**src/rtl/square_pattern_gen_if.sv**
```systemverilog
// -----------------------------------------------------------------------------
// square_pattern_gen_if
//   Groups the configuration/start inputs and the sample-stream outputs of
//   square_pattern_gen into one bundle.
//   master : drives start/config and observes the stream (bench or controller)
//   slave  : the pattern generator itself
//   Signals:
//     start       1-cycle pulse, latches config and (re)starts a burst
//     bit_period  clocks per bit
//     num_bits    bits per burst
//     amplitude   unsigned level magnitude
//     seed        PRBS-7 initial state
//     dat         signed sample (+amp / -amp / 0)
//     dat_valid   high on every RUN cycle
//     bit_out     current bit value
//     busy        high in RUN and DONE
//     done        1-cycle end-of-burst pulse
//     edge_cnt    level transitions in current/last burst
// -----------------------------------------------------------------------------
interface square_pattern_gen_if #(
  parameter int DATA_WIDTH = 18,
  parameter int CNT_WIDTH  = 32
);
  logic                         start;
  logic [CNT_WIDTH-1:0]         bit_period;
  logic [CNT_WIDTH-1:0]         num_bits;
  logic [DATA_WIDTH-1:0]        amplitude;
  logic [6:0]                   seed;

  logic signed [DATA_WIDTH-1:0] dat;
  logic                         dat_valid;
  logic                         bit_out;
  logic                         busy;
  logic                         done;
  logic [CNT_WIDTH-1:0]         edge_cnt;

  modport master (
    output start, bit_period, num_bits, amplitude, seed,
    input  dat, dat_valid, bit_out, busy, done, edge_cnt
  );

  modport slave (
    input  start, bit_period, num_bits, amplitude, seed,
    output dat, dat_valid, bit_out, busy, done, edge_cnt
  );
endinterface

```
**src/rtl/square_pattern_gen.sv**
```systemverilog
// -----------------------------------------------------------------------------
// square_pattern_gen
//   Transmit-side test source: emits a signed stream of +/-amplitude levels,
//   each bit held bit_period clocks, bits from PRBS-7 (x^7+x^6+1) or 1010...
//   Ports:
//     clk    clock
//     rst_n  asynchronous active-low reset
//     bus    square_pattern_gen_if.slave (config in, sample stream out)
//   Parameters:
//     DATA_WIDTH  sample width (signed)
//     CNT_WIDTH   width of bit_period, num_bits, edge_cnt and counters
//     PATTERN     0 = PRBS-7, 1 = alternating starting with 1
//   All outputs are registered.
// -----------------------------------------------------------------------------
module square_pattern_gen #(
  parameter int DATA_WIDTH = 18,
  parameter int CNT_WIDTH  = 32,
  parameter int PATTERN    = 0
) (
  input  logic                clk,
  input  logic                rst_n,
  square_pattern_gen_if.slave bus
);

  typedef enum logic [1:0] {S_IDLE, S_RUN, S_DONE} state_t;

  localparam logic [DATA_WIDTH-1:0] AMP_MAX   = {1'b0, {(DATA_WIDTH-1){1'b1}}};
  localparam logic [6:0]            LFSR_INIT = 7'h7F;
  localparam logic [CNT_WIDTH-1:0]  MIN_PER   = CNT_WIDTH'(2);
  localparam logic [CNT_WIDTH-1:0]  ONE       = CNT_WIDTH'(1);

  state_t                 state_q, state_d;
  logic [CNT_WIDTH-1:0]   per_q, per_d;
  logic [CNT_WIDTH-1:0]   nbits_q, nbits_d;
  logic [DATA_WIDTH-1:0]  amp_q, amp_d;
  logic [6:0]             lfsr_q, lfsr_d;
  logic [CNT_WIDTH-1:0]   smp_q, smp_d;
  logic [CNT_WIDTH-1:0]   bitn_q, bitn_d;
  logic [DATA_WIDTH-1:0]  dat_q, dat_d;
  logic                   valid_q, valid_d;
  logic                   bit_q, bit_d;
  logic                   busy_q, busy_d;
  logic                   done_q, done_d;
  logic [CNT_WIDTH-1:0]   edge_q, edge_d;

  // Start-time config after sanitising.
  logic [CNT_WIDTH-1:0]   per_start;
  logic [DATA_WIDTH-1:0]  amp_start;
  logic [6:0]             seed_start;
  logic                   first_bit;
  // Bit-advance helpers.
  logic [6:0]             lfsr_step;
  logic [CNT_WIDTH-1:0]   bitn_inc;
  logic                   next_bit;

  function automatic logic [DATA_WIDTH-1:0] level(input logic b,
                                                  input logic [DATA_WIDTH-1:0] amp);
    // Two's complement negate within DATA_WIDTH; amp is already clipped so
    // -amp never overflows.
    return b ? amp : ('0 - amp);
  endfunction

  always_comb begin
    per_start  = (bus.bit_period < MIN_PER) ? MIN_PER : bus.bit_period;
    amp_start  = (bus.amplitude > AMP_MAX) ? AMP_MAX : bus.amplitude;
    seed_start = (bus.seed == 7'h00) ? LFSR_INIT : bus.seed;
    first_bit  = (PATTERN == 1) ? 1'b1 : seed_start[6];
    lfsr_step  = {lfsr_q[5:0], lfsr_q[6] ^ lfsr_q[5]};
    bitn_inc   = bitn_q + ONE;
    next_bit   = (PATTERN == 1) ? ~bitn_inc[0] : lfsr_step[6];
  end

  // NOTE: every signal written here gets a default first, so no path leaves
  // one unassigned and no latch is inferred.
  always_comb begin
    state_d = state_q;
    per_d   = per_q;
    nbits_d = nbits_q;
    amp_d   = amp_q;
    lfsr_d  = lfsr_q;
    smp_d   = smp_q;
    bitn_d  = bitn_q;
    edge_d  = edge_q;
    dat_d   = '0;
    valid_d = 1'b0;
    bit_d   = 1'b0;
    busy_d  = 1'b0;
    done_d  = 1'b0;

    if (bus.start) begin
      // Start has priority in every state: aborts any burst, no done pulse.
      per_d   = per_start;
      nbits_d = bus.num_bits;
      amp_d   = amp_start;
      lfsr_d  = seed_start;
      smp_d   = '0;
      bitn_d  = '0;
      edge_d  = '0;
      busy_d  = 1'b1;
      if (bus.num_bits == '0) begin
        state_d = S_DONE;
        done_d  = 1'b1;
      end else begin
        state_d = S_RUN;
        valid_d = 1'b1;
        bit_d   = first_bit;
        dat_d   = level(first_bit, amp_start);
      end
    end else begin
      unique case (state_q)
        S_IDLE: ;
        S_RUN: begin
          busy_d = 1'b1;
          if (smp_q == per_q - ONE) begin
            if (bitn_inc == nbits_q) begin
              state_d = S_DONE;
              done_d  = 1'b1;
            end else begin
              // Next bit is loaded on the wrap edge so each bit gets exactly
              // per_q valid cycles.
              smp_d   = '0;
              bitn_d  = bitn_inc;
              lfsr_d  = lfsr_step;
              valid_d = 1'b1;
              bit_d   = next_bit;
              dat_d   = level(next_bit, amp_q);
              if (next_bit != bit_q && edge_q != '1)
                edge_d = edge_q + ONE;
            end
          end else begin
            smp_d   = smp_q + ONE;
            valid_d = 1'b1;
            bit_d   = bit_q;
            dat_d   = dat_q;
          end
        end
        S_DONE:  state_d = S_IDLE;
        default: state_d = S_IDLE;
      endcase
    end
  end

  // NOTE: sequential state uses non-blocking assignments so every register
  // samples the pre-edge value of every other register.
  always_ff @(posedge clk or negedge rst_n) begin
    if (!rst_n) begin
      state_q <= S_IDLE;
      per_q   <= MIN_PER;
      nbits_q <= '0;
      amp_q   <= '0;
      lfsr_q  <= LFSR_INIT;
      smp_q   <= '0;
      bitn_q  <= '0;
      dat_q   <= '0;
      valid_q <= 1'b0;
      bit_q   <= 1'b0;
      busy_q  <= 1'b0;
      done_q  <= 1'b0;
      edge_q  <= '0;
    end else begin
      state_q <= state_d;
      per_q   <= per_d;
      nbits_q <= nbits_d;
      amp_q   <= amp_d;
      lfsr_q  <= lfsr_d;
      smp_q   <= smp_d;
      bitn_q  <= bitn_d;
      dat_q   <= dat_d;
      valid_q <= valid_d;
      bit_q   <= bit_d;
      busy_q  <= busy_d;
      done_q  <= done_d;
      edge_q  <= edge_d;
    end
  end

  assign bus.dat       = dat_q;
  assign bus.dat_valid = valid_q;
  assign bus.bit_out   = bit_q;
  assign bus.busy      = busy_q;
  assign bus.done      = done_q;
  assign bus.edge_cnt  = edge_q;

endmodule

```
**src/flat_wrapper.sv**
```systemverilog
// flat-port wrapper written by rule: the top's interface ports become plain ports
module square_pattern_gen_flat 
#(
  parameter int DATA_WIDTH = 18,
  parameter int CNT_WIDTH  = 32,
  parameter int PATTERN    = 0
)
  (clk, rst_n, bus_start, bus_bit_period, bus_num_bits, bus_amplitude, bus_seed, bus_dat, bus_dat_valid, bus_bit_out, bus_busy, bus_done, bus_edge_cnt);
  square_pattern_gen_if #(.DATA_WIDTH(DATA_WIDTH), .CNT_WIDTH(CNT_WIDTH)) bus_i ();
  input  logic clk;
  input  logic rst_n;
  input wire logic [$bits(bus_i.start)-1:0] bus_start;
  input wire logic [$bits(bus_i.bit_period)-1:0] bus_bit_period;
  input wire logic [$bits(bus_i.num_bits)-1:0] bus_num_bits;
  input wire logic [$bits(bus_i.amplitude)-1:0] bus_amplitude;
  input wire logic [$bits(bus_i.seed)-1:0] bus_seed;
  output wire logic [$bits(bus_i.dat)-1:0] bus_dat;
  output wire logic [$bits(bus_i.dat_valid)-1:0] bus_dat_valid;
  output wire logic [$bits(bus_i.bit_out)-1:0] bus_bit_out;
  output wire logic [$bits(bus_i.busy)-1:0] bus_busy;
  output wire logic [$bits(bus_i.done)-1:0] bus_done;
  output wire logic [$bits(bus_i.edge_cnt)-1:0] bus_edge_cnt;
  assign bus_i.start = bus_start;
  assign bus_i.bit_period = bus_bit_period;
  assign bus_i.num_bits = bus_num_bits;
  assign bus_i.amplitude = bus_amplitude;
  assign bus_i.seed = bus_seed;
  assign bus_dat = bus_i.dat;
  assign bus_dat_valid = bus_i.dat_valid;
  assign bus_bit_out = bus_i.bit_out;
  assign bus_busy = bus_i.busy;
  assign bus_done = bus_i.done;
  assign bus_edge_cnt = bus_i.edge_cnt;
  square_pattern_gen #(.DATA_WIDTH(DATA_WIDTH), .CNT_WIDTH(CNT_WIDTH), .PATTERN(PATTERN)) u_core (.clk(clk), .rst_n(rst_n), .bus(bus_i));
endmodule
```
**config.mk**
```make
export PLATFORM = sky130hd
export DESIGN_NAME = square_pattern_gen_flat
export DESIGN_NICKNAME = d
export VERILOG_FILES = /design/src/rtl/square_pattern_gen_if.sv /design/src/rtl/square_pattern_gen.sv /design/src/flat_wrapper.sv
export SDC_FILE = /design/constraint.sdc
export NUM_CORES = 1
export LEC_CHECK = 0
export CELL_PAD_IN_SITES_DETAIL_PLACEMENT = 0
export CELL_PAD_IN_SITES_GLOBAL_PLACEMENT = 2
export CORE_UTILIZATION = 35
export CTS_CLUSTER_SIZE = 28
export DETAILED_ROUTE_END_ITERATION = 8
export DONT_BUFFER_PORTS = 1
export PLACE_DENSITY_LB_ADDON = 0.1
export SLEW_MARGIN = 0
export SYNTH_ARGS = -nofsm -noshare
export SYNTH_HDL_FRONTEND = slang
export SYNTH_SLANG_ARGS = --single-unit
```
**constraint.sdc**
```tcl
create_clock -name clk -period 10.85 [get_ports clk]
set_input_delay 0.5425 -clock clk [delete_from_list [all_inputs] [get_ports clk]]
set_output_delay 0.5425 -clock clk [all_outputs]
set_load 0.02 [all_outputs]
```
==> results of run 1 <==
-- cell type report --
class | count | area, µm² | area share
clock inverters | 16 | 282.8 | 0.01922
multi-input cells | 1179 | 7626 | 0.5185
repair buffers | 10 | 95.09 | 0.006465
clock buffers | 33 | 728.2 | 0.04951
flip-flops and latches | 209 | 5240 | 0.3562
inverters | 26 | 97.59 | 0.006635
well taps | 511 | 639.4 | 0.04347
-- cell usage after synthesis, types with 8 or more instances --
| cell type | instances | area, µm² |
|---|---|---|
| a21oi_1 | 105 | 525.5 |
| a22oi_1 | 10 | 75.07 |
| a31oi_1 | 21 | 131.4 |
| and2_1 | 11 | 68.82 |
| and3_1 | 27 | 168.9 |
| and4_1 | 13 | 113.9 |
| buf_1 | 11 | 41.29 |
| buf_2 | 13 | 65.06 |
| clkbuf_1 | 71 | 266.5 |
| dfrtp_1 | 201 | 5030 |
| dfstp_2 | 8 | 210.2 |
| inv_1 | 26 | 97.59 |
| mux2_2 | 72 | 810.8 |
| mux2i_1 | 19 | 190.2 |
| nand2_1 | 94 | 352.8 |
| nand2b_1 | 13 | 81.33 |
| nand3_1 | 55 | 275.3 |
| nand4_1 | 42 | 262.8 |
| nor2_1 | 180 | 675.7 |
| nor2b_1 | 19 | 118.9 |
| nor3_1 | 55 | 275.3 |
| nor4_1 | 63 | 394.1 |
| o21a_1 | 9 | 67.56 |
| o21ai_0 | 54 | 270.3 |
| o22a_1 | 14 | 122.6 |
| o31ai_1 | 9 | 67.56 |
| or3_1 | 34 | 212.7 |
| or4_1 | 10 | 75.07 |
| xnor2_1 | 89 | 779.5 |
| xor2_1 | 43 | 376.6 |
-- kinds of logic (layout without fill, tap and decap cells) --
group / Yosys count / count (layout) / synth area share
buffers and inverters: 121 / 85 / 0.03534
adders and majority gates: 6 / 6 / 0.005640
and+or+nand+nor: 661 / 661 / 0.2630
AOI/OAI and AO/OA: 285 / 285 / 0.1360
xor gates and xnor gates: 133 / 133 / 0.08855
DFF: 209 / 209 / 0.3937
muxes: 94 / 94 / 0.07774
-- worst max-delay path, delay by kind of cell, from the launching register on --
kind | cells | cell delay [ps]
simple gates | 6 | 2720
compound gates | 2 | 680
flops | 1 | 470
buf+inv | 2 | 470
mux | 1 | 300
fa+ha+maj | 1 | 260
-- registers in the layout (all words and copies together) (netlist names), 2 cells and up --
signal and cells:
u_core.bus.edge_cnt 32, u_core.per_q 32, u_core.bitn_q 32, u_core.nbits_q 32, u_core.amp_q 18, u_core.bus.dat 18
u_core.smp_q 32, u_core.lfsr_q 7, u_core.state_q 2
-- per-layer routing --
metal  routed length [µm]  GRT usage
met3                 2489    0.04132
met5                    0          0
met1                21210     0.3314
met4                  707    0.04967
met2                18300     0.3284
-- metrics by stage --
stage          area (µm²)  setup WS [ps]  hold slack [ps]  utilization  std cells
2_1_floorplan       13310           7119            246.9            -       1509
3_3_place_gp        13670           5819            255.3       0.3638       1934
3_5_place_dp        13670           5844            258.1       0.3638       1934
4_1_cts             14710           5810            33.57       0.3914       1984
5_1_grt             14710           5410            41.92       0.3914       1984
6_report            14710           5843            72.88       0.3914       1984
-- worst max-delay path by stage --
stage	from	end	slack (ps)	cells after the start
floorplan	u_core.per_q[0]	u_core.bus.edge_cnt[28]	7120	14
global placement	u_core.per_q[0]	u_core.bus.edge_cnt[6]	5820	12
detailed placement	u_core.per_q[0]	u_core.bus.edge_cnt[6]	5840	12
CTS	u_core.per_q[0]	u_core.bus.edge_cnt[6]	5810	12
global route	u_core.per_q[0]	u_core.bus.edge_cnt[6]	5410	13
finish	u_core.per_q[0]	u_core.bus.edge_cnt[6]	5840	12
-- power groups by stage --
stage,clock network [µW],logic [µW],registers (µW)
final,1040,228,905
after global routing,1100,256,913
after CTS,1070,230,905
after detailed placement,0,211,918
after global placement,0,211,919
after floorplan,0,189,885
-- what timing repair did --
| action | CTS | global route |
|---|---|---|
| buffers inserted | 0 | 0 |
| endpoints found under the hold margin | 209 | 0 |
| hold buffers | 1 | 0 |
==> results.yml, run 1 <==
outcome:
  status: "finished, final reports clean"
pwr:
  finalPower_uw: 2172
  max-vdd-ir-drop_v: 0.0001116
  p_sw_uw: 581.1
  power_density_nw_per_um2: 147.6
  combPwrFrac: 0.105
  leakagePower_uw: 0.005594
  internal-power_uw: 1590
  power.share.clock: 0.479
  seqPwrFrac: 0.417
  swShare: 0.2676
detailed_routing:
  num_vias: 11210
  via_per_inst: 5.651
  routedWlPerCell_um: 21.52
  dr.pass1.iters: 5
  first_iter_violations: 695
  drc: 0
  wirelength_mm: 42.70
  ant_nets: 0
clock_network:
  clkTransAtPathRegs_ps: 60
  cts_tree: "done"
  cts.path.max_buffers: 3
  cts_root_buffer: "clkbuf_16"
  numClockSinks: 209
  cts_inserted_buffers: 27
  clk_latency_ps: 560
  ctsResizeCount: 0
  htreeDepth: 1
floorplanning:
  start_util: 0.3542
  core-area_um2: 37580
  dieArea_um2: 38810
  core.rowCount: 71
  die_w_um: 197.0
  fp.dieH_um: 197.0
  ios: 146
timing:
  fin_tns_setup_ps: 0
  slew_violations: 0
  final.min_clock_period_ps: 5007
  setup_viol: 0
  fin_crit_sh: 0.4615
  hold_violations: 0
  worst_pin_slew_ps: 1101
  relSlewSlack: 0.2659
  skew_ps: 16.43
  rsz0062_at_grt: "no"
  timing.fmax_mhz: 199.7
finish:
  num-fill-cells: 3843
  drive_gt1_frac: 0.1147
  area_growth_pct: 10.51
  final_cell_mix: "dfrtp_1 (201), nor2_1 (180), a21oi_1 (104), nand2_1 (94), xnor2_1 (89)"
  final_common_cell: "dfrtp_1"
  fin_nets: 1551
  antenna_cells: 0
logic_synthesis:
  synth_edf_count: 0
  ys.flop_type: "dfrtp_1"
  yosysSeqAreaShare: 0.3937
  postSynth.asyncResetShare: 1.000
  synthesis.nets: 1607
  synth.cell_area_um2: 13310
  synth_cell_types: 76
  avgSynthCellArea_um2: 8.821
  netlist_instances: 1509
  yosysWarnings: 0
  synth-seq-cells: 209
grt:
  grt_max_degree: 210
  grt_pass1_vias: 11100
  grt_first_pass_wirelength_mm: 67.31
  antenna_found_initial: 0
  grt_usage: 0.2218
  grt-ovfl-total: 0
placement:
  port_buffers: 0
  gp_congestion: 0.8264
  dp_hpwl_mm: 29.99
worst_hold_path:
  worstHoldEndpoint: "u_core.bus.edge_cnt[28]"
  hp-class: "input pin to flop"
  min_from: "bus_start"
  min_path_cells: 1
setup_path:
  critical-path-max-stage-delay_ps: 770
  slowest_stage: "nor4_4"
  required_ps: 11280
  cp-end-kind: "flop"
  critPathLaunchType: "flop"
  reg2reg_slack_ps: 5840
  r2r-end: "u_core.bus.edge_cnt[6]"
  crit_chain: "inv_1 > ha_1 > nor3b_2 > nand3_1 > o31a_1 > or2_2 > o211a_1 > or4_2 > buf_4 > nor4_4 > nand4_1 > mux2_2"
  r2r-start: "u_core.per_q[0]"
  path_class: "flop to flop"
  critPathArrivalTime_ps: 5440
  reg2reg_depth: 12
  cp_max_fo: 43
flow_run:
  maxCapViolCount: 0
Note: power is estimated with default switching activity, not from simulation.
==> run 2, diff against run 1 <==
- ABC_AREA: unset -> 1
- clock period: 10.85 -> 4.75 ns (I/O delays scaled with it)
==> run 2 against run 1 <==
  * Worst hold slack worse by 720 ps
  * Combinational power grew to 3.3 times the previous value
  * Total power is 130% higher
  * The flow now finishes with violations (hold timing)
  * Wire length is 26% higher
==> results.yml, run 2 <==
floorplanning:
  fp.dieH_um: 212.1
  dieArea_um2: 44990
  core-area_um2: 43270
  ios: 146
  die_w_um: 212.1
  core.rowCount: 76
  start_util: 0.3571
placement:
  dp_hpwl_mm: 39.08
  port_buffers: 0
  gp_congestion: 0.8865
clock_network:
  cts_tree: "done"
  clk_latency_ps: 590
  cts.path.max_buffers: 3
  clkTransAtPathRegs_ps: 60
  numClockSinks: 209
  cts_root_buffer: "clkbuf_16"
  htreeDepth: 1
  cts_inserted_buffers: 29
  post-cts-setup-buffers: 0
  ctsResizeCount: 0
  cts_hold_buf: 90
setup_path:
  cp-startpoint: "u_core.per_q[0]"
  r2r-start: "u_core.per_q[0]"
  path_class: "flop to flop"
  reg2reg_depth: 14
  r2r-end: "u_core.lfsr_q[3]"
  crit_end: "u_core.lfsr_q[3]"
  reg2reg_slack_ps: 1000
  critPathArrivalTime_ps: 4240
  cp-end-kind: "flop"
  cp_max_fo: 78
  required_ps: 5230
  critPathLaunchType: "flop"
logic_synthesis:
  yosysWarnings: 0
  synth_edf_count: 0
  ys.flop_type: "dfrtp_1"
  synthTopCellsByCount: "nand2_1 (797), nor2_1 (385), dfrtp_1 (201)"
  yosysSeqAreaShare: 0.3392
  synthTopCellsByArea: "dfrtp_1 (33%), nand2_1 (19%), nor2_1 (9.4%), nand3_1 (6.2%), inv_1 (4.7%)"
  synth_cell_types: 47
  synthDominantCellAreaShare: 0.3256
  synth-seq-cells: 209
  avgSynthCellArea_um2: 6.429
  yosysMostFrequentCell: "nand2_1"
  synth.cell_area_um2: 15450
  netlist_instances: 2403
  postSynth.asyncResetShare: 1.000
  synth_largest_area_cell: "dfrtp_1"
  synthesis.nets: 2501
timing:
  holdWs_ps: -643.9
  timing.fmax_mhz: 266.5
  fin_crit_sh: 0.7900
  slew_violations: 0
  hold_violations: 209
  worst_pin_slew_ps: 1024
  final.min_clock_period_ps: 3752
  relSlewSlack: 0.3172
  setup_viol: 0
  fin_tns_setup_ps: 0
  rsz0062_at_grt: "no"
  skew_ps: 14.11
grt:
  grt-ovfl-total: 0
  grt_pass1_vias: 15300
  grt_usage: 0.2451
  grt_max_degree: 210
  grt_first_pass_wirelength_mm: 86.09
  antenna_found_initial: 2
detailed_routing:
  ant_nets: 0
  drc: 0
  num_vias: 15410
  wirelength_mm: 54.01
  dr.pass1.iters: 6
  via_per_inst: 5.047
  first_iter_violations: 1325
  routedWlPerCell_um: 17.69
pwr:
  finalPower_uw: 5042
  power_density_nw_per_um2: 284.9
  max-vdd-ir-drop_v: 0.0002817
  leakagePower_uw: 0.008081
outcome:
  violations: "hold timing"
  status: "finished, violations left"
worst_hold_path:
  hp-class: "input pin to asynchronous set/reset pin"
finish:
  final_common_cell: "nand2_1"
  final_cell_mix: "nand2_1 (797), nor2_1 (385), dfrtp_1 (201), inv_1 (194), nand3_1 (192)"
  area_growth_pct: 14.55
  antenna_cells: 0
  fin_nets: 2543
  drive_gt1_frac: 0.06078
flow_run:
  maxCapViolCount: 0
[run 2: per-stage QoR]
step	cell area [µm²]	hold slack, ps	cells	setup WS [ps]	util
2_1_floorplan	15450	-58.09	2403	2204	-
3_3_place_gp	15830	-50.41	2909	1000	0.3660
3_5_place_dp	15830	-49.09	2909	899.3	0.3660
4_1_cts	17700	-677.0	3053	867.7	0.4090
5_1_grt	17700	-669.9	3053	585.6	0.4090
6_report	17700	-643.9	3053	997.7	0.4090
[run 2: critical path, stage by stage (launching register included)]
cell and delay [ps]:
dfrtp_1 380, inv_2 120, ha_1 220, nand3_2 180, nor2_1 380, nand2_1 180, xor2_1 280, nand2_1 100
nor2_1 90, nand2_1 70, nor2_1 110, nand3_1 300, o21ai_2 270, nand2_4 530, o21ai_0 410
[run 2: logic make-up (layout without fill, tap and decap cells)]
kind of cell               Yosys count  count (layout)  synth area share
xor gates and xnor gates           121             121           0.06948
AOI/OAI and AO/OA                  172             172           0.06406
and+or+nand+nor                   1603            1603            0.4459
adders and majority gates            6               6          0.004859
buffers and inverters              292             357           0.07653
DFF                                209             209            0.3392
[run 2: report_power, final]
group	switching [µW]	internal, µW	total, µW
registers	181	1910	2090
logic	488	272	760
clock network	877	1320	2190
total	1550	3500	5040
[run 2: worst min-delay path by stage]
stage | start | end | slack, ps | depth (start not counted)
6_report | rst_n | u_core.nbits_q[19] | -640 | 0
3_3_place_gp | rst_n | u_core.bitn_q[19] | -50 | 0
4_1_cts | rst_n | u_core.nbits_q[8] | -680 | 0
5_1_grt | rst_n | u_core.nbits_q[8] | -670 | 0
2_1_floorplan | rst_n | u_core.amp_q[0] | -60 | 0
3_5_place_dp | rst_n | u_core.nbits_q[19] | -50 | 0
[run 2: final cells by class]
type | instances | area [µm²]
Clock buffer | 46 | 839.6
Clock inverter | 8 | 105.1
Fill cell | 4754 | 25570
Inverter | 204 | 767.0
Multi-Input combinational cell | 1902 | 9027
Sequential cell | 209 | 5240
Tap cell | 585 | 732.0
Timing Repair Buffer | 99 | 985.9
[run 2: metal layers]
layer  track usage  routed length (µm)  vias up
met1        0.3435               26060     7220
met2        0.3977               24180      357
met5             0                  27        -
met3       0.03486                2717       62
li1              -                   -     7766
met4       0.05297                1029        4
==> run 3, diff against run 2 <==
- clock period: 4.75 -> 3.5 ns (I/O delays scaled with it)
==> run 3 against run 2 <==
  * The flow still finishes with violations (hold timing)
  * Critical path type unchanged
  * Total power grew 35%
  * Fmax is 18% higher
  * Cell count is 0.56% higher
  * Utilization rose by 0.41 points
  * Highest routed layer unchanged
  * Clock skew increased by 2.7 ps
  * Clock-buffer cell count down 2
  * First-iteration DRC count shrank 14%
  * Die area unchanged
  * Non-clock buffer count is 18 higher
  * Combinational power is 39% higher
==> results.yml, run 3 (synthesis results as in run 2) <==
timing:
  fin_tns_setup_ps: 0
  holdWs_ps: -703.5
  rsz0062_at_grt: "no"
  slew_violations: 0
  final.min_clock_period_ps: 3174
  skew_ps: 16.84
  fin_crit_sh: 0.9070
  worst_pin_slew_ps: 746.3
  setup_viol: 0
  relSlewSlack: 0.5019
  timing.fmax_mhz: 315.0
  hold_violations: 209
clock_network:
  cts_tree: "done"
  clkTransAtPathRegs_ps: 60
  cts_hold_buf: 92
  cts_inserted_buffers: 28
  cts.path.max_buffers: 3
  htreeDepth: 1
  cts_root_buffer: "clkbuf_16"
  numClockSinks: 209
  clk_latency_ps: 580
finish:
  final_cell_mix: "nand2_1 (797), nor2_1 (382), dfrtp_1 (201), inv_1 (194), nand3_1 (191)"
  ff_latch_area_um2: 5240
  num-fill-cells: 4709
  final_common_cell: "nand2_1"
  drive_gt1_frac: 0.06924
  fin_nets: 2560
  area_growth_pct: 15.69
  multi_input_area_um2: 9040
setup_path:
  reg2reg_depth: 16
  cp_max_fo: 32
  crit_chain: "ha_1 > nand2_2 > nor2_4 > buf_4 > nand2_4 > o21bai_2 > nand2_1 > nand2_1 > nand2_1 > nor2_2 > nand2_1 > nor2_1 > nand4_2 > buf_4 > nand4_1 > nand2_1"
  required_ps: 3960
  critical-path-max-stage-delay_ps: 440
  r2r-start: "u_core.bitn_q[0]"
  critPathLaunchType: "flop"
  path_buf_inv: 2
  path_class: "flop to flop"
  slowest_stage: "dfrtp_1"
  critPathArrivalTime_ps: 3630
  cp-startpoint: "u_core.bitn_q[0]"
  crit_end: "u_core.bus.edge_cnt[19]"
  r2r-end: "u_core.bus.edge_cnt[19]"
  reg2reg_slack_ps: 330
  cp-end-kind: "flop"
  crit_cells: 16
  crit_family: "simple AND/OR/NAND/NOR gates"
  worst_path_most_repeated_cell: "nand2_1"
detailed_routing:
  ant_nets: 0
  dr.pass1.iters: 6
  drc: 0
  routedWlPerCell_um: 17.71
  via_per_inst: 5.058
  wirelength_mm: 54.37
  num_vias: 15530
  first_iter_violations: 1135
pwr:
  max-vdd-ir-drop_v: 0.0003486
  power_density_nw_per_um2: 379.9
  leakagePower_uw: 0.008162
floorplanning:
  start_util: 0.3571
  ios: 146
  core-area_um2: 43270
  die_w_um: 212.1
  fp.dieH_um: 212.1
  core.rowCount: 76
  dieArea_um2: 44990
grt:
  antenna_found_initial: 1
  grt-ovfl-total: 0
  grt_usage: 0.2437
  grtUsageMet3: 0.03752
  grt_max_degree: 210
  grt-busiest-layer: "met2"
  grt_use_met2: 0.3989
  grt_first_pass_wirelength_mm: 85.39
  grt_pass1_vias: 15320
  grtUsageMet1: 0.3357
placement:
  dp_hpwl_mm: 39.40
  gp_congestion: 0.8709
  port_buffers: 0
outcome:
  status: "finished, violations left"
  violations: "hold timing"
flow_run:
  maxCapViolCount: 0
worst_hold_path:
  hp-class: "input pin to asynchronous set/reset pin"
## run 3: cell count changes in the layout (fill, tap and decap cells not counted), moves of 2 or more
cell,before,now
buf_12,0,3
buf_4,9,21
clkbuf_1,12,8
clkbuf_8,5,8
clkinv_2,6,4
clkinvlp_4,0,3
dlygate4sd3_1,89,91
nor2_1,385,382
nor2_2,10,13
## run 3: per-layer routing
layer | up-vias | share of wire
li1 | 7801 | -
met2 | 390 | 0.45
met3 | 60 | 0.056
met1 | 7274 | 0.48
met5 | - | 0.00028
met4 | 2 | 0.019
## run 3: where the power goes
| group | leakage (µW) | internal (µW) | switching (µW) |
|---|---|---|---|
| combinational | 0.00504 | 389 | 672 |
| sequential | 0.00268 | 2590 | 245 |
| clock | 0.000445 | 1720 | 1180 |
## run 3: metrics by stage
| step | instance area [µm²] | setup WS [ps] | instances | util | total power (µW) |
|---|---|---|---|---|---|
| 3_3_place_gp | 15970 | 182.7 | 2922 | 0.3691 | 3802 |
| 4_1_cts | 17830 | 134.2 | 3066 | 0.4121 | 6890 |
| 3_5_place_dp | 15970 | 150.3 | 2922 | 0.3691 | 3804 |
| 2_1_floorplan | 15450 | 954.4 | 2403 | - | 3546 |
| 5_1_grt | 17870 | 64.42 | 3069 | 0.4130 | 7144 |
| 6_report | 17870 | 325.6 | 3070 | 0.4131 | 6791 |
## run 3: repair_timing
action | in CTS | in global routing
buffers inserted | 0 | 3
resized for setup | 0 | 5
endpoints found under the hold margin | 366 | 209
endpoints found under the setup margin | 0 | 37
## run 3: layout make-up
class | instances | area share
multi-input cells | 1902 | 0.5058
flip-flops and latches | 209 | 0.2932
repair buffers | 117 | 0.06531
clock buffers | 44 | 0.04704
inverters | 204 | 0.04291
well taps | 585 | 0.04095
clock inverters | 8 | 0.004690
diodes | 1 | 0.0001400
## run 3: how the worst min path moves through the flow
stage,to,depth (start not counted)
2_1_floorplan,u_core.amp_q[0],0
3_3_place_gp,u_core.nbits_q[19],0
3_5_place_dp,u_core.nbits_q[19],0
4_1_cts,u_core.nbits_q[19],0
5_1_grt,u_core.nbits_q[14],0
6_report,u_core.nbits_q[19],0
## run 3: worst reg2reg max path, stage by stage (launching register included)
cell      delay [ps]
dfrtp_1          440
ha_1             280
nand2_2          120
nor2_4           220
buf_4            180
nand2_4           70
o21bai_2         210
nand2_1           70
nand2_1           50
nand2_1          120
nor2_2           170
nand2_1           80
nor2_1           260
nand4_2          250
buf_4            330
nand4_1          160
nand2_1           60
